--- config.mk ---
export PLATFORM = sky130hd
export DESIGN_NAME = setuphold_monitor
export DESIGN_NICKNAME = d
export VERILOG_FILES = /design/src/rtl/setuphold_mon_pkg.sv /design/src/rtl/setuphold_mon_chan.sv /design/src/rtl/setuphold_monitor.sv
export SDC_FILE = /design/constraint.sdc
export NUM_CORES = 1
export LEC_CHECK = 0
export CORE_MARGIN = 1.5
export CORE_UTILIZATION = 39
export DETAILED_ROUTE_END_ITERATION = 8
export PLACE_DENSITY = 0.7
export RECOVER_POWER = 25
export SKIP_CTS_REPAIR_TIMING = 1
export SLEW_MARGIN = 20
export SYNTH_ARGS = -nofsm -noshare
export SYNTH_HDL_FRONTEND = slang
export SYNTH_SLANG_ARGS = --single-unit
--- constraint.sdc ---
create_clock -name clk -period 1.35 [get_ports clk]
set_clock_uncertainty 0.1 [all_clocks]
set_input_delay 0.2025 -clock clk [delete_from_list [all_inputs] [get_ports clk]]
set_output_delay 0.2025 -clock clk [all_outputs]
set_load 0.02 [all_outputs]
--- src/rtl/setuphold_mon_pkg.sv ---
// ---------------------------------------------------------------------------
// setuphold_mon_pkg
//   Shared definitions for the setuphold_monitor block:
//     - EDGE_RISE / EDGE_FALL : values for the EDGE parameter
//     - tmr_width()           : width of the age / hold timers
//     - SHM_CHECK_RANGE       : elaboration-time parameter range check
// ---------------------------------------------------------------------------
package setuphold_mon_pkg;

  localparam int EDGE_FALL = 0;
  localparam int EDGE_RISE = 1;

  // Timers count up to max(SETUP, HOLD) and must also hold that value.
  function automatic int tmr_width(input int setup, input int hold);
    int m;
    m = (setup > hold) ? setup : hold;
    return $clog2(m + 1);
  endfunction

endpackage

// Generate-scope check: raises an elaboration error when val is outside lo..hi.
`ifndef SHM_CHECK_RANGE
`define SHM_CHECK_RANGE(lbl, val, lo, hi) \
  if (((val) < (lo)) || ((val) > (hi))) begin : lbl \
    $error("setuphold_monitor: parameter out of range"); \
  end
`endif

--- src/rtl/setuphold_mon_chan.sv ---
// ---------------------------------------------------------------------------
// setuphold_mon_chan
//   One monitored data line: input register, change detect, age counter,
//   setup/hold decision, notifier and (optionally) saturating counter.
//   Optional feature macro: SETUPHOLD_MON_COUNT_EN (counter present when
//   defined; otherwise cnt_o is tied to zero and clr_i is ignored).
//
//   clk, rst_n    : sampling clock, synchronous active-low reset
//   en_i          : registered check enable from the top
//   prime_i       : first cycle after reset, suppresses change detection
//   ref_edge_i    : active reference edge detected this cycle
//   hold_open_i   : shared hold window still open this cycle
//   clr_i         : registered counter clear
//   data_i        : raw data line
//   setup_viol_o  : one-cycle setup-violation pulse
//   hold_viol_o   : one-cycle hold-violation pulse
//   notifier_o    : toggles on every violation
//   cnt_o         : saturating violation count
// ---------------------------------------------------------------------------
module setuphold_mon_chan
  import setuphold_mon_pkg::*;
#(
  parameter int SETUP = 2,
  parameter int CNT_W = 8,
  parameter int TW    = 2
) (
  input  logic             clk,
  input  logic             rst_n,
  input  logic             en_i,
  input  logic             prime_i,
  input  logic             ref_edge_i,
  input  logic             hold_open_i,
  input  logic             clr_i,
  input  logic             data_i,
  output logic             setup_viol_o,
  output logic             hold_viol_o,
  output logic             notifier_o,
  output logic [CNT_W-1:0] cnt_o
);

  localparam logic [TW-1:0] SETUP_V  = TW'(SETUP);
  localparam logic [TW-1:0] SETUP_M1 = TW'(SETUP - 1);

  logic          data_q, data_prev_q;
  logic          chg;
  logic [TW-1:0] age_q, age_d;
  logic          setup_q, setup_d;
  logic          hold_q, hold_d;
  logic          notif_q, notif_d;

  always_ff @(posedge clk) begin
    data_q      <= data_i;
    data_prev_q <= data_q;
  end

  assign chg = (data_q ^ data_prev_q) & ~prime_i;

  always_comb begin
    // age = cycles since the last data change, saturating at SETUP so a line
    // that has been quiet long enough never trips the setup check.
    age_d = age_q;
    if (chg)                   age_d = '0;
    else if (age_q != SETUP_V) age_d = age_q + TW'(1);

    // age_q is the pre-increment value: a change k cycles before the edge
    // leaves age_q = k-1 here, so k < SETUP maps to age_q < SETUP-1.
    setup_d = en_i & ref_edge_i & (chg | (age_q < SETUP_M1));
    // A change coinciding with a (re)load edge is reported as setup only.
    hold_d  = en_i & chg & ~ref_edge_i & hold_open_i;
    notif_d = notif_q ^ (setup_d | hold_d);
  end

  always_ff @(posedge clk) begin
    if (!rst_n) begin
      age_q   <= SETUP_V;
      setup_q <= 1'b0;
      hold_q  <= 1'b0;
      notif_q <= 1'b0;
    end else begin
      age_q   <= age_d;
      setup_q <= setup_d;
      hold_q  <= hold_d;
      notif_q <= notif_d;
    end
  end

  assign setup_viol_o = setup_q;
  assign hold_viol_o  = hold_q;
  assign notifier_o   = notif_q;

`ifdef SETUPHOLD_MON_COUNT_EN
  logic [CNT_W-1:0] cnt_q, cnt_d;

  always_comb begin
    cnt_d = cnt_q;
    if (clr_i)                                   cnt_d = '0;
    else if ((setup_d | hold_d) && (cnt_q != '1)) cnt_d = cnt_q + CNT_W'(1);
  end

  always_ff @(posedge clk) begin
    if (!rst_n) cnt_q <= '0;
    else        cnt_q <= cnt_d;
  end

  assign cnt_o = cnt_q;
`else
  logic unused_clr;
  assign unused_clr = clr_i;
  assign cnt_o      = '0;
`endif

endmodule

--- src/rtl/setuphold_monitor.sv ---
// ---------------------------------------------------------------------------
// setuphold_monitor
//   Cycle-based setup/hold checker. Samples a reference strobe and CHANNELS
//   data lines on clk and flags data changes inside the SETUP window before
//   or the HOLD window after the active (EDGE) reference edge.
//   Optional feature macro: SETUPHOLD_MON_COUNT_EN enables the per-channel
//   saturating counters and cnt_clr; without it viol_cnt reads zero.
//
//   clk        : sampling clock
//   rst_n      : synchronous active-low reset
//   en         : check enable (age tracking continues while low)
//   ref_sig    : monitored reference strobe
//   data       : monitored data lines
//   cnt_clr    : synchronous clear of all violation counters
//   setup_viol : per-channel one-cycle setup-violation pulse
//   hold_viol  : per-channel one-cycle hold-violation pulse
//   notifier   : per-channel toggle on every violation
//   viol_cnt   : per-channel saturating counts, channel 0 in the LSBs
// ---------------------------------------------------------------------------
module setuphold_monitor
  import setuphold_mon_pkg::*;
#(
  parameter int CHANNELS = 4,
  parameter int SETUP    = 2,
  parameter int HOLD     = 3,
  parameter int EDGE     = EDGE_RISE,
  parameter int CNT_W    = 8
) (
  input  logic                      clk,
  input  logic                      rst_n,
  input  logic                      en,
  input  logic                      ref_sig,
  input  logic [CHANNELS-1:0]       data,
  input  logic                      cnt_clr,
  output logic [CHANNELS-1:0]       setup_viol,
  output logic [CHANNELS-1:0]       hold_viol,
  output logic [CHANNELS-1:0]       notifier,
  output logic [CHANNELS*CNT_W-1:0] viol_cnt
);

  localparam int            TW     = tmr_width(SETUP, HOLD);
  localparam logic [TW-1:0] HOLD_V = TW'(HOLD);

  `SHM_CHECK_RANGE(g_chk_channels, CHANNELS, 1, 32)
  `SHM_CHECK_RANGE(g_chk_setup,    SETUP,    1, 255)
  `SHM_CHECK_RANGE(g_chk_hold,     HOLD,     1, 255)
  `SHM_CHECK_RANGE(g_chk_edge,     EDGE,     0, 1)
  `SHM_CHECK_RANGE(g_chk_cnt_w,    CNT_W,    1, 16)

  logic          ref_q, ref_prev_q;
  logic          en_q, clr_q;
  logic          prime_q;
  logic          ref_raw, ref_edge;
  logic [TW-1:0] hold_tmr_q, hold_tmr_d;

  // NOTE: the input sample flops carry no reset on purpose; prime_q masks the
  // one cycle in which the previous sample is stale, and a reset here would
  // instead manufacture an edge against the reset value.
  always_ff @(posedge clk) begin
    // NOTE: clocked state uses non-blocking assignments so every flop sees
    // the pre-edge value of its neighbours (ref_prev_q takes the old ref_q).
    ref_q      <= ref_sig;
    ref_prev_q <= ref_q;
    en_q       <= en;
    clr_q      <= cnt_clr;
  end

  assign ref_raw  = (EDGE == EDGE_RISE) ? (ref_q & ~ref_prev_q) : (~ref_q & ref_prev_q);
  assign ref_edge = ref_raw & ~prime_q;

  always_comb begin
    // NOTE: the default assignment first keeps this block free of latches.
    hold_tmr_d = hold_tmr_q;
    if (!en_q)                   hold_tmr_d = '0;
    else if (ref_edge)           hold_tmr_d = HOLD_V;  // also reloads an open window
    else if (hold_tmr_q != '0)   hold_tmr_d = hold_tmr_q - TW'(1);
  end

  always_ff @(posedge clk) begin
    if (!rst_n) begin
      prime_q    <= 1'b1;
      hold_tmr_q <= '0;
    end else begin
      prime_q    <= 1'b0;
      hold_tmr_q <= hold_tmr_d;
    end
  end

  for (genvar g = 0; g < CHANNELS; g++) begin : g_chan
    setuphold_mon_chan #(
      .SETUP (SETUP),
      .CNT_W (CNT_W),
      .TW    (TW)
    ) u_chan (
      .clk          (clk),
      .rst_n        (rst_n),
      .en_i         (en_q),
      .prime_i      (prime_q),
      .ref_edge_i   (ref_edge),
      .hold_open_i  (hold_tmr_q != '0),
      .clr_i        (clr_q),
      .data_i       (data[g]),
      .setup_viol_o (setup_viol[g]),
      .hold_viol_o  (hold_viol[g]),
      .notifier_o   (notifier[g]),
      .cnt_o        (viol_cnt[g*CNT_W +: CNT_W])
    );
  end

endmodule

==> results_dict.tcl <==
set metrics [dict create \
    wire_per_inst_um 8.45 \
    cp.required_ns 1.47 \
    die_h_um 64.4 \
    cp_data_arrival_time_ns 1.42 \
    worst-setup-path-type "reg -> reg" \
    globalRouteOverflowTotal 0 \
    vias_per_cell 3.79 \
    dieArea_um2 4150 \
    clock-sinks 34 \
    p_comb_share_pct 13.0 \
    dr_total_vias 833 \
    path_cells "clkinv_1, ha_4, or3_4, nor2_1" \
    ir_worst_vdd_uv 733 \
    synth_largest_area_cell "dfxtp_1" \
    synth.distinct_cells 23 \
    cp_max_fo 4 \
    timing.final.hold_violations 0 \
    clkTransAtPathRegs_ns 0.06 \
    routed_wirelength_mm 1.86 \
    antenna_found_initial 0 \
    r2r-start "hold_tmr_q[1]$_SDFFE_PN0P_" \
    coreArea_um2 3630 \
    p_seq_share_pct 49.0 \
    setup-violations-final 0 \
    diodes 0 \
    whs_endpoint "g_chan[0].u_chan.data_prev_q$_DFF_P_" \
    syn_inst 154 \
    die_w_um 64.4 \
    crit_family "simple AND/OR/NAND/NOR gates" \
    finalCritPeriodShare_pct 96.3 \
    stdcell_area_um2 1700 \
    hold_start "g_chan[0].u_chan.data_q$_DFF_P_" \
    placed_cell_area_um2 1540 \
    insertion_delay_ns 0.28 \
    fin_hold_ws_ns 0.263 \
    worstSetupEndpointType "register" \
    p_clk_share_pct 38.1 \
    p_leak_nw 0.980 \
    crit_buf_inv 1 \
    cts_max_level 2 \
    p_sw_share_pct 24.5 \
    synth_warnings 0 \
    portBuffers 19 \
    drive_gt1_share_pct 11.6 \
    ff2ff_path_depth 4 \
    hpwl_mm 1.40 \
    grt_pass1_vias 663 \
    gp_congestion 0.708 \
    intPower_mw 1.68 \
    remaining_drc_errors 0 \
    maxCapViolCount 0 \
    initialDrtViolationCount 19 \
    synthToLayoutAreaGrowth_pct 15.6 \
    cts_tree "yes" \
    fmax_ghz 0.770 \
    grt_pass1_wl_mm 2.95 \
    yosys.area.top_type_share_pct 46.3 \
    grt_usage_pct 9.56 \
    ys_top_cells_by_area "dfxtp_1 (46%), buf_4 (23%), xor2_1 (5.4%)" \
    worst-path-stages 4 \
    dp_slack_ns -0.0450 \
    ys_seq_area_share_pct 46.3 \
    regToRegSetupSlack_ns 0.05 \
    synth-seq-cells 34 \
    clock_path_buffers 2 \
    layout.cells.non_filler 220 \
    hp-class "reg -> reg" \
    setup_slack_ns 0.0506 \
    setup.worst_path.start_class "register" \
    fin_crit_ns 1.30 \
    maxSlewViolCount 0 \
    antenna_left 0 \
    finalNetCount 181 \
    power.density_nw_per_um2 1310 \
    grt_start_max_net_pins 11 \
    syn-cell-area_um2 1470 \
    critPathMaxStageDelay_ns 0.41 \
    holdPathStages 0 \
    rr_endpoint "g_chan[2].u_chan.hold_viol_o$_SDFF_PN0_" \
    avgSynthCellArea_um2 9.55 \
    cts_buffers 5 \
    dr.pass1.iters 4 \
    ios 53 \
    clock-root-buffer "clkbuf_8" \
    critPathSlowestCell "or3_4" \
    outcome "finished, final reports clean" \
    rows 22 \
    start_util_pct 40.5 \
    dp.cells 212 \
    power_switching_mw 0.545 \
]
synthesized netlist by cell type:
cell and number:
a21oi_1 6, a21oi_2 1, a22oi_1 4, and3_1 4
buf_2 1, buf_4 45, clkinv_1 1, conb_1 1
dfxtp_1 34, ha_1 1, inv_1 5, inv_2 1
mux2_1 1, mux2i_1 4, nand2_1 13, nand2b_1 8
nand2b_2 1, nand2b_4 1, nand3_1 1, nor2_1 10
or2_1 1, or3_4 1, xor2_1 9
how the worst max path moves through the flow:
stage                                           start  slack (ns)                                       to
6_report                   hold_tmr_q[1]$_SDFFE_PN0P_        0.05  g_chan[2].u_chan.hold_viol_o$_SDFF_PN0_
5_1_grt                    hold_tmr_q[1]$_SDFFE_PN0P_       -0.01  g_chan[2].u_chan.hold_viol_o$_SDFF_PN0_
4_1_cts        g_chan[1].u_chan.notifier_o$_SDFF_PN0_       -0.20                              notifier[1]
3_5_place_dp                                    rst_n       -0.04  g_chan[2].u_chan.hold_viol_o$_SDFF_PN0_
3_3_place_gp                                    rst_n       -0.05  g_chan[2].u_chan.hold_viol_o$_SDFF_PN0_
2_1_floorplan              hold_tmr_q[0]$_SDFFE_PN0P_        0.09  g_chan[2].u_chan.hold_viol_o$_SDFF_PN0_
power groups by stage:
stage / clock (mW) / combinational [mW] / sequential (mW)
5_1_grt: 0.935 / 0.318 / 1.09
3_3_place_gp: 0 / 0.279 / 1.11
6_report: 0.847 / 0.288 / 1.09
3_5_place_dp: 0 / 0.282 / 1.11
4_1_cts: 0.882 / 0.284 / 1.09
2_1_floorplan: 0 / 0.296 / 1.11
cells by family after synthesis:
group	count (synthesis)	share of synthesized area, %
xor+xnor	9	5.36
mux	5	3.49
flops	34	46.3
fa+ha+maj	1	0.850
other cells	1	0.255
buf+inv	53	25.1
simple gates	40	14.0
compound gates	11	4.68
layer usage:
layer	vias to the layer above	share of wire [%]	track usage (%)
li1	439	-	-
met3	7	8.4	3.47
met4	0	3.2	8.78
met5	-	0	0
met2	44	40	12.9
met1	343	48	11.7
cell type report:
cell class,count,area [µm²]
inverters,7,26.3
fillers,370,1930
repair buffers,25,265
clock buffers,8,110
well taps,48,60.1
multi-input cells,98,558
flip-flops and latches,34,681
state kept, by name, indices dropped and copies added (netlist names):
name                        flops
en_q                            1
g_chan.u_chan.setup_viol_o      4
ref_prev_q                      1
g_chan.u_chan.data_prev_q       4
hold_tmr_q                      2
g_chan.u_chan.age_q             8
g_chan.u_chan.notifier_o        4
g_chan.u_chan.hold_viol_o       4
prime_q                         1
g_chan.u_chan.data_q            4
ref_q                           1
stage by stage:
step                      TNS [ns]  power (mW)  utilization, %
after floorplan                  0        1.40               -
after global placement      -0.175        1.39            42.4
after detailed placement    -0.163        1.39            42.4
after CTS                    -2.03        2.26            45.4
after global routing       -0.0229        2.35            46.8
final                            0        2.23            46.8
cells in the final DEF, fill, tap and decap left out, drive strengths merged, types with 4 or more instances in the layout:
| cell | n |
|---|---|
| buf | 6 |
| dlymetal6s2s | 12 |
| a22oi | 4 |
| and3 | 4 |
| nor2 | 10 |
| dfxtp | 34 |
| clkbuf | 8 |
| nand2b | 10 |
| conb | 32 |
| a21oi | 7 |
| nand2 | 13 |
| dlygate4sd3 | 6 |
| xor2 | 9 |
| mux2i | 4 |
| inv | 6 |
(Power assumes the default switching activity.)
